File: src/rtl/instr_decode_pkg.sv
// rtl/instr_decode_pkg.sv - opcode classes, NOP codes, source/reg-enable codes and FSM states for instr_decode_pipe
package instr_decode_pkg;

  typedef enum logic [1:0] {
    ST_CLR   = 2'd0,
    ST_RUN   = 2'd1,
    ST_FLUSH = 2'd2
  } state_e;

  typedef enum logic [2:0] {
    CLS_LOAD = 3'd0,
    CLS_MOV  = 3'd1,
    CLS_ALU  = 3'd2,
    CLS_JMP  = 3'd3,
    CLS_JCC  = 3'd4
  } op_class_e;

  // Opcode class prefixes: mov on ir[7:6], ALU on ir[7:5], jumps on ir[7:4].
  localparam logic [1:0] OPC_MOV = 2'b10;
  localparam logic [2:0] OPC_ALU = 3'b110;
  localparam logic [3:0] OPC_JMP = 4'b1110;
  localparam logic [3:0] OPC_JCC = 4'b1111;

  // Instructions reported on nop_hit[0..3].
  localparam logic [7:0] NOP_C8 = 8'hC8;
  localparam logic [7:0] NOP_CF = 8'hCF;
  localparam logic [7:0] NOP_D8 = 8'hD8;
  localparam logic [7:0] NOP_DF = 8'hDF;

  // source_sel codes that are not a plain register number.
  localparam logic [3:0] SRC_ALU  = 4'h0;
  localparam logic [3:0] SRC_IMM  = 4'h8;
  localparam logic [3:0] SRC_SELF = 4'h9;
  localparam logic [3:0] SRC_CLR  = 4'hA;

  // reg_en bit positions that do not match the register number.
  localparam int unsigned REN_ALU = 4;
  localparam int unsigned REN_R6  = 6;
  localparam int unsigned REN_R7  = 7;
  localparam int unsigned REN_R4  = 8;
  localparam logic [8:0]  REG_EN_ALL = 9'h1FF;

  function automatic op_class_e classify(input logic [7:0] instr);
    op_class_e cls;
    cls = CLS_LOAD;
    if (instr[7:6] == OPC_MOV) cls = CLS_MOV;
    else if (instr[7:5] == OPC_ALU) cls = CLS_ALU;
    else if (instr[7:4] == OPC_JMP) cls = CLS_JMP;
    else if (instr[7:4] == OPC_JCC) cls = CLS_JCC;
    return cls;
  endfunction

  // Destination register to write-enable mapping shared by load and mov.
  function automatic logic [8:0] dst_reg_en(input logic [2:0] dst);
    logic [8:0] en;
    en = '0;
    case (dst)
      3'd4: en[REN_R4] = 1'b1;
      3'd7: begin
        en[REN_R7] = 1'b1;
        en[REN_R6] = 1'b1;
      end
      default: en[dst] = 1'b1;
    endcase
    return en;
  endfunction

endpackage

File: src/rtl/instr_fifo.sv
// rtl/instr_fifo.sv - power-of-two instruction FIFO with flush and full-time push/pop
module instr_fifo #(
  parameter int unsigned DEPTH = 2,
  parameter int unsigned WIDTH = 8
) (
  input  logic             clk,
  input  logic             reset_n,
  input  logic             flush,
  input  logic             push,
  input  logic             pop,
  input  logic [WIDTH-1:0] wdata,
  output logic [WIDTH-1:0] rdata,
  output logic             full,
  output logic             empty
);

  localparam int unsigned AW = (DEPTH > 1) ? $clog2(DEPTH) : 1;

  logic [WIDTH-1:0] mem_q [DEPTH];
  logic [WIDTH-1:0] mem_d [DEPTH];
  logic [AW-1:0]    wr_ptr_q, wr_ptr_d;
  logic [AW-1:0]    rd_ptr_q, rd_ptr_d;
  logic [AW:0]      count_q, count_d;
  logic             push_ok, pop_ok;

  // count never exceeds DEPTH, so its MSB alone marks full.
  assign full    = count_q[AW];
  assign empty   = (count_q == '0);
  assign rdata   = mem_q[rd_ptr_q];
  assign pop_ok  = pop && !empty;
  assign push_ok = push && (!full || pop_ok);

  // Next pointers, count and storage; flush wins over push and pop.
  always_comb begin
    mem_d    = mem_q;
    wr_ptr_d = wr_ptr_q;
    rd_ptr_d = rd_ptr_q;
    count_d  = count_q;
    if (flush) begin
      wr_ptr_d = '0;
      rd_ptr_d = '0;
      count_d  = '0;
    end else begin
      if (push_ok) begin
        mem_d[wr_ptr_q] = wdata;
        wr_ptr_d        = wr_ptr_q + 1'b1;
      end
      if (pop_ok) rd_ptr_d = rd_ptr_q + 1'b1;
      case ({push_ok, pop_ok})
        2'b10:   count_d = count_q + 1'b1;
        2'b01:   count_d = count_q - 1'b1;
        default: count_d = count_q;
      endcase
    end
  end

  // FIFO state registers.
  always_ff @(posedge clk or negedge reset_n) begin
    if (!reset_n) begin
      mem_q    <= '{default: '0};
      wr_ptr_q <= '0;
      rd_ptr_q <= '0;
      count_q  <= '0;
    end else begin
      mem_q    <= mem_d;
      wr_ptr_q <= wr_ptr_d;
      rd_ptr_q <= rd_ptr_d;
      count_q  <= count_d;
    end
  end

endmodule

File: src/rtl/instr_decode_pipe.sv
// rtl/instr_decode_pipe.sv - buffered instruction decoder; DECODE_NOP_CNT_EN adds the nop_count port
module instr_decode_pipe
  import instr_decode_pkg::*;
#(
  parameter int unsigned DEPTH     = 2,
  parameter int unsigned NOP_CNT_W = 16
) (
  input  logic       clk,
  input  logic       reset_n,
  input  logic       flush,
  input  logic [7:0] in_instr,
  input  logic       in_valid,
  output logic       in_ready,
  output logic       out_valid,
  input  logic       out_ready,
  output logic [7:0] ir,
  output logic [8:0] reg_en,
  output logic [3:0] source_sel,
  output logic       i_sel,
  output logic       x_sel,
  output logic       y_sel,
  output logic       jump,
  output logic       cond_jump,
  output logic [3:0] jump_addr,
  output logic [3:0] nop_hit
`ifdef DECODE_NOP_CNT_EN
  ,
  output logic [NOP_CNT_W-1:0] nop_count
`endif
);

  if (DEPTH < 2 || (DEPTH & (DEPTH - 1)) != 0) begin : g_bad_depth
    $error("instr_decode_pipe: DEPTH must be a power of two >= 2");
  end
  if (NOP_CNT_W < 1) begin : g_bad_nop_cnt_w
    $error("instr_decode_pipe: NOP_CNT_W must be >= 1");
  end

  state_e     state_q, state_d;
  logic       valid_q, valid_d;
  logic [7:0] ir_q, ir_d;

  logic       fifo_push, fifo_pop, fifo_full, fifo_empty;
  logic [7:0] fifo_rdata;
  logic       load;

  op_class_e  dec_class;
  logic [2:0] ld_dst, mv_dst, mv_src;
  logic [8:0] dec_reg_en;
  logic [3:0] dec_src, dec_jaddr, dec_nop;
  logic       dec_i, dec_x, dec_y, dec_jump, dec_cjump;

  // Decode register refills whenever it is empty or its content is being taken.
  assign load      = !fifo_empty && (!valid_q || out_ready) && !flush;
  assign fifo_pop  = load;
  assign fifo_push = in_valid && in_ready && !flush;

  instr_fifo #(
    .DEPTH (DEPTH),
    .WIDTH (8)
  ) u_fifo (
    .clk     (clk),
    .reset_n (reset_n),
    .flush   (flush),
    .push    (fifo_push),
    .pop     (fifo_pop),
    .wdata   (in_instr),
    .rdata   (fifo_rdata),
    .full    (fifo_full),
    .empty   (fifo_empty)
  );

  // FSM state register.
  always_ff @(posedge clk or negedge reset_n) begin
    if (!reset_n) state_q <= ST_CLR;
    else          state_q <= state_d;
  end

  // FSM next state and fetch-side ready; intake is closed in CLR and FLUSH.
  always_comb begin
    state_d  = state_q;
    in_ready = 1'b0;
    case (state_q)
      ST_CLR:   state_d = ST_RUN;
      ST_FLUSH: state_d = ST_RUN;
      ST_RUN: begin
        state_d  = ST_RUN;
        in_ready = !fifo_full;
      end
      default:  state_d = ST_CLR;
    endcase
    if (flush) state_d = ST_FLUSH;
  end

  // Decode register next state; flush drops the held instruction.
  always_comb begin
    valid_d = valid_q;
    ir_d    = ir_q;
    if (flush) begin
      valid_d = 1'b0;
    end else if (load) begin
      valid_d = 1'b1;
      ir_d    = fifo_rdata;
    end else if (out_ready) begin
      valid_d = 1'b0;
    end
  end

  // Decode register.
  always_ff @(posedge clk or negedge reset_n) begin
    if (!reset_n) begin
      valid_q <= 1'b0;
      ir_q    <= '0;
    end else begin
      valid_q <= valid_d;
      ir_q    <= ir_d;
    end
  end

  assign dec_class = classify(ir_q);
  assign ld_dst    = ir_q[6:4];
  assign mv_dst    = ir_q[5:3];
  assign mv_src    = ir_q[2:0];

  // Raw field decode of the held instruction, before valid gating.
  always_comb begin
    dec_reg_en = '0;
    dec_src    = SRC_ALU;
    dec_i      = 1'b0;
    dec_x      = 1'b0;
    dec_y      = 1'b0;
    dec_jump   = 1'b0;
    dec_cjump  = 1'b0;
    dec_jaddr  = '0;
    case (dec_class)
      CLS_LOAD: begin
        dec_reg_en = dst_reg_en(ld_dst);
        dec_src    = SRC_IMM;
        dec_i      = (ld_dst == 3'd7);
        dec_x      = (ld_dst == 3'd1);
        dec_y      = (ld_dst == 3'd3);
      end
      CLS_MOV: begin
        dec_reg_en = dst_reg_en(mv_dst);
        if (mv_src == 3'd7) dec_reg_en[REN_R6] = 1'b1;
        if (mv_src != mv_dst)    dec_src = {1'b0, mv_src};
        else if (mv_src == 3'd4) dec_src = 4'd4;
        else                     dec_src = SRC_SELF;
        dec_i = (mv_dst == 3'd7) || ((mv_src == 3'd7) && (mv_dst != 3'd6));
      end
      CLS_ALU: begin
        dec_reg_en[REN_ALU] = 1'b1;
        dec_x = ir_q[4];
        dec_y = ir_q[3];
      end
      CLS_JMP: begin
        dec_jump  = 1'b1;
        dec_jaddr = ir_q[3:0];
      end
      CLS_JCC: begin
        dec_cjump = 1'b1;
        dec_jaddr = ir_q[3:0];
      end
      default: dec_reg_en = '0;
    endcase
  end

  assign dec_nop = {ir_q == NOP_DF, ir_q == NOP_D8, ir_q == NOP_CF, ir_q == NOP_C8};

  // Output gating by out_valid, with the CLR-state register-clear pattern on top.
  always_comb begin
    out_valid  = valid_q;
    ir         = ir_q;
    reg_en     = '0;
    source_sel = '0;
    i_sel      = 1'b0;
    x_sel      = 1'b0;
    y_sel      = 1'b0;
    jump       = 1'b0;
    cond_jump  = 1'b0;
    jump_addr  = '0;
    nop_hit    = '0;
    if (valid_q) begin
      reg_en     = dec_reg_en;
      source_sel = dec_src;
      i_sel      = dec_i;
      x_sel      = dec_x;
      y_sel      = dec_y;
      jump       = dec_jump;
      cond_jump  = dec_cjump;
      jump_addr  = dec_jaddr;
      nop_hit    = dec_nop;
    end
    if (state_q == ST_CLR) begin
      reg_en     = REG_EN_ALL;
      source_sel = SRC_CLR;
    end
  end

`ifdef DECODE_NOP_CNT_EN
  logic [NOP_CNT_W-1:0] nop_cnt_q, nop_cnt_d;

  // Count consumed NOP decodes, saturating; flush leaves the count alone.
  always_comb begin
    nop_cnt_d = nop_cnt_q;
    if (valid_q && out_ready && (|dec_nop) && (nop_cnt_q != {NOP_CNT_W{1'b1}}))
      nop_cnt_d = nop_cnt_q + 1'b1;
  end

  // NOP counter register.
  always_ff @(posedge clk or negedge reset_n) begin
    if (!reset_n) nop_cnt_q <= '0;
    else          nop_cnt_q <= nop_cnt_d;
  end

  assign nop_count = nop_cnt_q;
`endif

endmodule
File: config.mk
export PLATFORM = sky130hd
export DESIGN_NAME = instr_decode_pipe
export DESIGN_NICKNAME = d
export VERILOG_FILES = /design/src/rtl/instr_decode_pkg.sv /design/src/rtl/instr_fifo.sv /design/src/rtl/instr_decode_pipe.sv
export SDC_FILE = /design/constraint.sdc
export NUM_CORES = 1
export LEC_CHECK = 0
export CAP_MARGIN = 20
export CORE_MARGIN = 1.5
export CORE_UTILIZATION = 54
export CTS_BUF_LIST = sky130_fd_sc_hd__clkbuf_8
export DETAILED_ROUTE_END_ITERATION = 8
export HOLD_SLACK_MARGIN = 0.02
export PLACE_DENSITY = 0.95
export SETUP_SLACK_MARGIN = 0.3
export SYNTH_ARGS = -nofsm -noshare
export SYNTH_HDL_FRONTEND = slang
export SYNTH_HIERARCHICAL = 1
export SYNTH_SLANG_ARGS = --single-unit
File: constraint.sdc
create_clock -name clk -period 5.1 [get_ports clk]
set_input_delay 1.02 -clock clk [delete_from_list [all_inputs] [get_ports clk]]
set_output_delay 1.02 -clock clk [all_outputs]
set_load 0.05 [all_outputs]
Word level (Yosys, flattened, before mapping)
Cells that the tools add are included. W data, S select, Z words.

Register bits after elaboration: 31. Input bits: 13.

Add/subtract/negate cells: 4. $lt $le $gt $ge: 7. Equality and inequality tests: 26. Muxes and demuxes: 56. Bitwise operators: 3. Reductions and logical operators: 30.

Operator list (number): $eq A8 B8 Y1 const B (4); $mux W8 (4); $mux W4 (7); $eq A3 B3 Y1 const B (8); $pmux W4 S2 (3); $mux W1 (21); $mux W9 (2); $bwmux W16 (1); $mux W3 (4); $mux W6 (2); $pmux W2 S2 (3); $logic_and A1 B1 Y1 (10); $lt A3 B5 Y1 const B (2); $eq A3 B2 Y1 const B (3); $demux W8 S1 (1); $eq A4 B4 Y1 const B (2); $demux W1 S3 (2); $eq A2 B2 Y1 const B (3); $eq A3 B1 Y1 const B (2); $ge A3 B1 Y1 const B (2); $pmux W1 S2 (3); $reduce_bool A3 Y1 (2); $reduce_or A2 Y1 (3); $eq A2 B1 Y1 const B (2); 18 further kinds (30).

Logic depth before layout (Yosys ltp)
Depth in word-level cells: 10. Gate-level depth with buffers: 8.

Cells and area by module
Netlist, hierarchy kept.

By module, submodules not included: instr_fifo (times used 1, cells each 67, area an instance 968.4 um^2, seq. area each 500.5 um^2); instr_decode_pipe (times used 1, cells each 103, area an instance 922.1 um^2, seq. area each 275.3 um^2).

Worst setup path after synthesis
No wires, ideal clock.

Path type: register -> output. Start point: reg ir_q[3] (netlist: ir[3]). End point: out source_sel[3]. Data arrival time: 2984 ps. Data required time: 4080 ps. Path slack: 1096 ps. Cell stages (with the launch flop): 5. Buffers on the path: 1. Cells stage by stage: dfrtp_1 > buf_2 > xnor2_1 > nand3_1 > o311ai_0.

Word-level cells in the longest chain between the ends: 5.

RTL lines: from (decl) (line instr_decode_pipe.sv:41) `logic [7:0] ir_q, ir_d;`; from (signal assigned) (line instr_decode_pipe.sv:116) `ir_q <= ir_d;`; $ne A3 B3 Y1 (line instr_decode_pipe.sv:146) `if (mv_src != mv_dst) dec_src = {1'b0, mv_src};`; $mux W4 (line instr_decode_pipe.sv:146); $pmux W4 S2 (line instr_decode_pipe.sv:135) `case (dec_class)`; $mux W4 (line instr_decode_pipe.sv:183) `if (valid_q) begin`; $mux W4 (line instr_decode_pipe.sv:194) `if (state_q == ST_CLR) begin`; to (decl) (line instr_decode_pipe.sv:18) `output logic [3:0] source_sel,`.

Every way passes these cells.

Final worst setup path
Start point: reg ir_q[5] (netlist: ir[5]). End point: out source_sel[0].

Word-level cells in the longest chain between the ends: 9.

RTL lines: $eq A4 B4 Y1 (line instr_decode_pkg.sv:49) `else if (instr[7:4] == OPC_JCC) cls = CLS_JCC;`; $mux W3 (line instr_decode_pkg.sv:49); $mux W3 (line instr_decode_pkg.sv:48) `else if (instr[7:4] == OPC_JMP) cls = CLS_JMP;`; $mux W3 (line instr_decode_pkg.sv:47) `else if (instr[7:5] == OPC_ALU) cls = CLS_ALU;`; $mux W3 (line instr_decode_pkg.sv:46) `if (instr[7:6] == OPC_MOV) cls = CLS_MOV;`; $eq A3 B1 Y1 or $logic_not A3 Y1 (tied branches) (line instr_decode_pipe.sv:135); $pmux W4 S2 * (line instr_decode_pipe.sv:135); $mux W4 * (line instr_decode_pipe.sv:183); $mux W4 * (line instr_decode_pipe.sv:194).

Every way passes the cells marked *; elsewhere a longest branch is shown, timed or not.

==> results.json <==
{
  "path_cells": "xnor2_1 -> nand3_1 -> a2111oi_1 -> clkdlybuf4s50_1",
  "seqCellArea_um2": 775.7,
  "min_path_type": "reg -> reg",
  "drt_iter0_markers": 160,
  "cp_data_required_time_ns": 4.08,
  "max_slew_margin_pct": 56.10,
  "coreArea_mm2": 0.003337,
  "detail-route-antenna-nets": 0,
  "antenna_found_initial": 0,
  "fillers": 254,
  "p_sw_uw": 303.1,
  "ys_seq_area_share_pct": 41.03,
  "fmax_mhz": 269.0,
  "cpPeakStageDelay_ns": 0.88,
  "multiInputGateArea_mm2": 0.001036,
  "maxCapViolCount": 0,
  "place_congestion": 0.9070,
  "rsz0062_at_grt": "false",
  "cts.sinks": 31,
  "crit_slowest_cell": "clkdlybuf4s50_1",
  "p_leak_nw": 1.078,
  "p_sw_share_pct": 37.49,
  "synth_cell_types": 45,
  "grt-ovfl-total": 0,
  "synth.avg_cell_area_um2": 11.12,
  "rows": 21,
  "grt_max_degree": 32,
  "p_comb_share_pct": 36.4,
  "post-cts-setup-buffer-count": 0,
  "fin_skew_ns": 0.004240,
  "pwr_density_cell_mw_per_mm2": 330.2,
  "track_usage_pct": 21.87,
  "cp_max_fo": 23,
  "htree_num_levels": 2,
  "n_antenna_cell": 0,
  "fin_setup_tns_ns": 0,
  "grt_pass1_vias": 1449,
  "final_util_pct": 73.38,
  "ir_worst_vdd_mv": 0.2189,
  "drcViolationCount": 0,
  "netlist.area_leader.share_pct": 41.03,
  "hold_viol": 0,
  "end_kind": "output port",
  "cts_buffers": 5,
  "synth_ff_type": "dfrtp_1",
  "intPower_uw": 505.3,
  "yosys.area.top_type": "dfrtp_1",
  "tightest_slew_ns": 0.6585,
  "cp.arrival_ns": 2.70,
  "synthCells": 170,
  "cts.root.buffer_cell": "clkbuf_8",
  "routed_wl_um": 3852,
  "syn_area_mm2": 0.001891,
  "yosys_warnings": 6,
  "async_flop_share_pct": 100.0,
  "die_w_um": 62.17,
  "drv_slew": 0,
  "io_buffers": 48,
  "clock_path_buffers": 2,
  "io_pins": 49,
  "syn-num-nets": 183,
  "ys_ff_latch": 31,
  "start_kind": "register",
  "dp_hpwl_um": 2881,
  "status": "completed",
  "drive_gt1_share_pct": 21.40,
  "ys_top_cells_by_area": "dfrtp_1 41%, mux2_4 13%, mux2_2 10%",
  "finalNetCount": 229,
  "fin_crit_ns": 3.717,
  "setup_viol": 0,
  "fp.dieH_um": 62.17,
  "grt_first_pass_wirelength_um": 6693,
  "seq_power_share_pct": 43.2,
  "wl_per_cell_um": 14.76,
  "drtPass1Iterations": 4,
  "path_clk_slew_ns": 0.06,
  "dieArea_mm2": 0.003865,
  "start_util_pct": 56.66,
  "clockPowerShare_pct": 20.4,
  "critPathKind": "reg -> out",
  "vias_per_cell": 5.659,
  "vias": 1477,
  "area_delta_synth_final_pct": 29.52,
  "hold_buffers": 0,
  "clk_latency_ns": 0.28,
  "synth_edf_count": 0,
  "cts_tree": "done",
  "fin_crit_sh_pct": 72.89,
  "cts_resized": 0
}
[cells by family (layout without fill, tap and decap cells)]
kind of cell	after synthesis	count (layout)	synth area share (%)
AND/OR/NAND/NOR	56	56	18.60
multiplexers	34	34	23.36
flip-flops	31	31	41.03
AO/OA/AOI/OAI	30	30	10.99
buffers and inverters	15	60	4.169
XOR/XNOR	4	4	1.853
[stage by stage]
step | hold WS, ns | std cells | cell area, um^2 | power, mW | setup WS [ns]
after floorplan | 0.4413 | 170 | 1891 | 0.5578 | 1.096
after global placement | 0.4690 | 255 | 2376 | 0.6409 | 1.438
after detailed placement | 0.4887 | 255 | 2376 | 0.6463 | 1.381
after CTS | 0.4963 | 261 | 2449 | 0.8130 | 1.422
after global routing | 0.5229 | 261 | 2449 | 0.8571 | 1.170
final | 0.4975 | 261 | 2449 | 0.8084 | 1.383
[layer usage]
layer,global-route usage (%),up-vias,routed length [um]
met1,25.80,699,1621
met2,36.55,66,1937
met5,0,-,0
met4,10.00,0,53
li1,-,707,-
met3,6.884,5,239
[critical path, delay by kind of cell (launching register included)]
family                    cells  cell delay, ns
and+or+nand+nor               1            0.16
buffers and inverters         1            0.88
xor gates and xnor gates      1            0.18
AOI/OAI and AO/OA             1            0.43
DFF                           1            0.76
[cells in the final DEF (no fill, tap or decap), types with 3 or more instances in the layout]
cell / instances
clkdlybuf4s50_1: 48
dfrtp_1: 31
mux2_2: 17
mux2_4: 16
nor2_1: 9
o21ai_0: 9
and3_1: 7
nand2b_1: 7
nand2_1: 6
inv_1: 6
clkbuf_8: 5
nor2b_1: 4
nand3_1: 4
a21oi_1: 4
xnor2_1: 3
o22ai_1: 3
[cell usage after synthesis (2+ instances only)]
master     n
and3_1     7
and2_1     2
a31o_2     2
o31ai_1    2
xnor2_1    3
nand2b_1   7
nor3_1     2
nor2_1     9
buf_6      2
nor2b_1    4
mux2_4    16
inv_1      5
nand2_1    6
dfrtp_1   31
clkbuf_1   2
a21oi_1    4
mux2_2    17
o22ai_1    3
or2b_1     2
nor3b_1    2
a41o_1     2
nand3b_1   2
o21ai_0    9
nand3_1    4
buf_2      5
[sequential cells by signal, summed over array words and instances (netlist names)]
name             cells
u_fifo/mem_q        16
u_fifo/rd_ptr_q      1
u_fifo/wr_ptr_q      1
u_fifo/count_q       2
ir                   8
out_valid            1
state_q              2
[area by class of cell]
| type | count | area share, % |
|---|---|---|
| clock buffer | 5 | 2.810 |
| inverter | 5 | 0.7665 |
| tap | 46 | 2.351 |
| clock inverter | 1 | 0.1533 |
| multi-input combinational | 124 | 42.31 |
| sequential | 31 | 31.68 |
| timing repair buffer | 49 | 19.93 |
[final timing paths]
path | startpoint | to | slack [ns] | cells past startpoint
min in group asynchronous | reset_n | u_fifo/mem_q[9] | 1.12 | 2
hold reg to reg | state_q[1] | state_q[0] | 0.50 | 1
setup reg to reg | out_valid | u_fifo/mem_q[6] | 2.44 | 6
hold / removal | state_q[1] | state_q[0] | 0.50 | 1
max in group asynchronous | reset_n | u_fifo/wr_ptr_q | 3.70 | 2
setup / recovery | ir[5] | source_sel[0] | 1.38 | 4
[power by group through the flow]
stage / logic (mW) / clock network (mW) / registers [mW]
global route: 0.310 / 0.187 / 0.360
detailed placement: 0.293 / 0 / 0.353
CTS: 0.294 / 0.170 / 0.349
global placement: 0.289 / 0 / 0.352
floorplan: 0.181 / 0 / 0.377
finish: 0.294 / 0.165 / 0.349
Note: power is estimated with default switching activity, not from simulation.
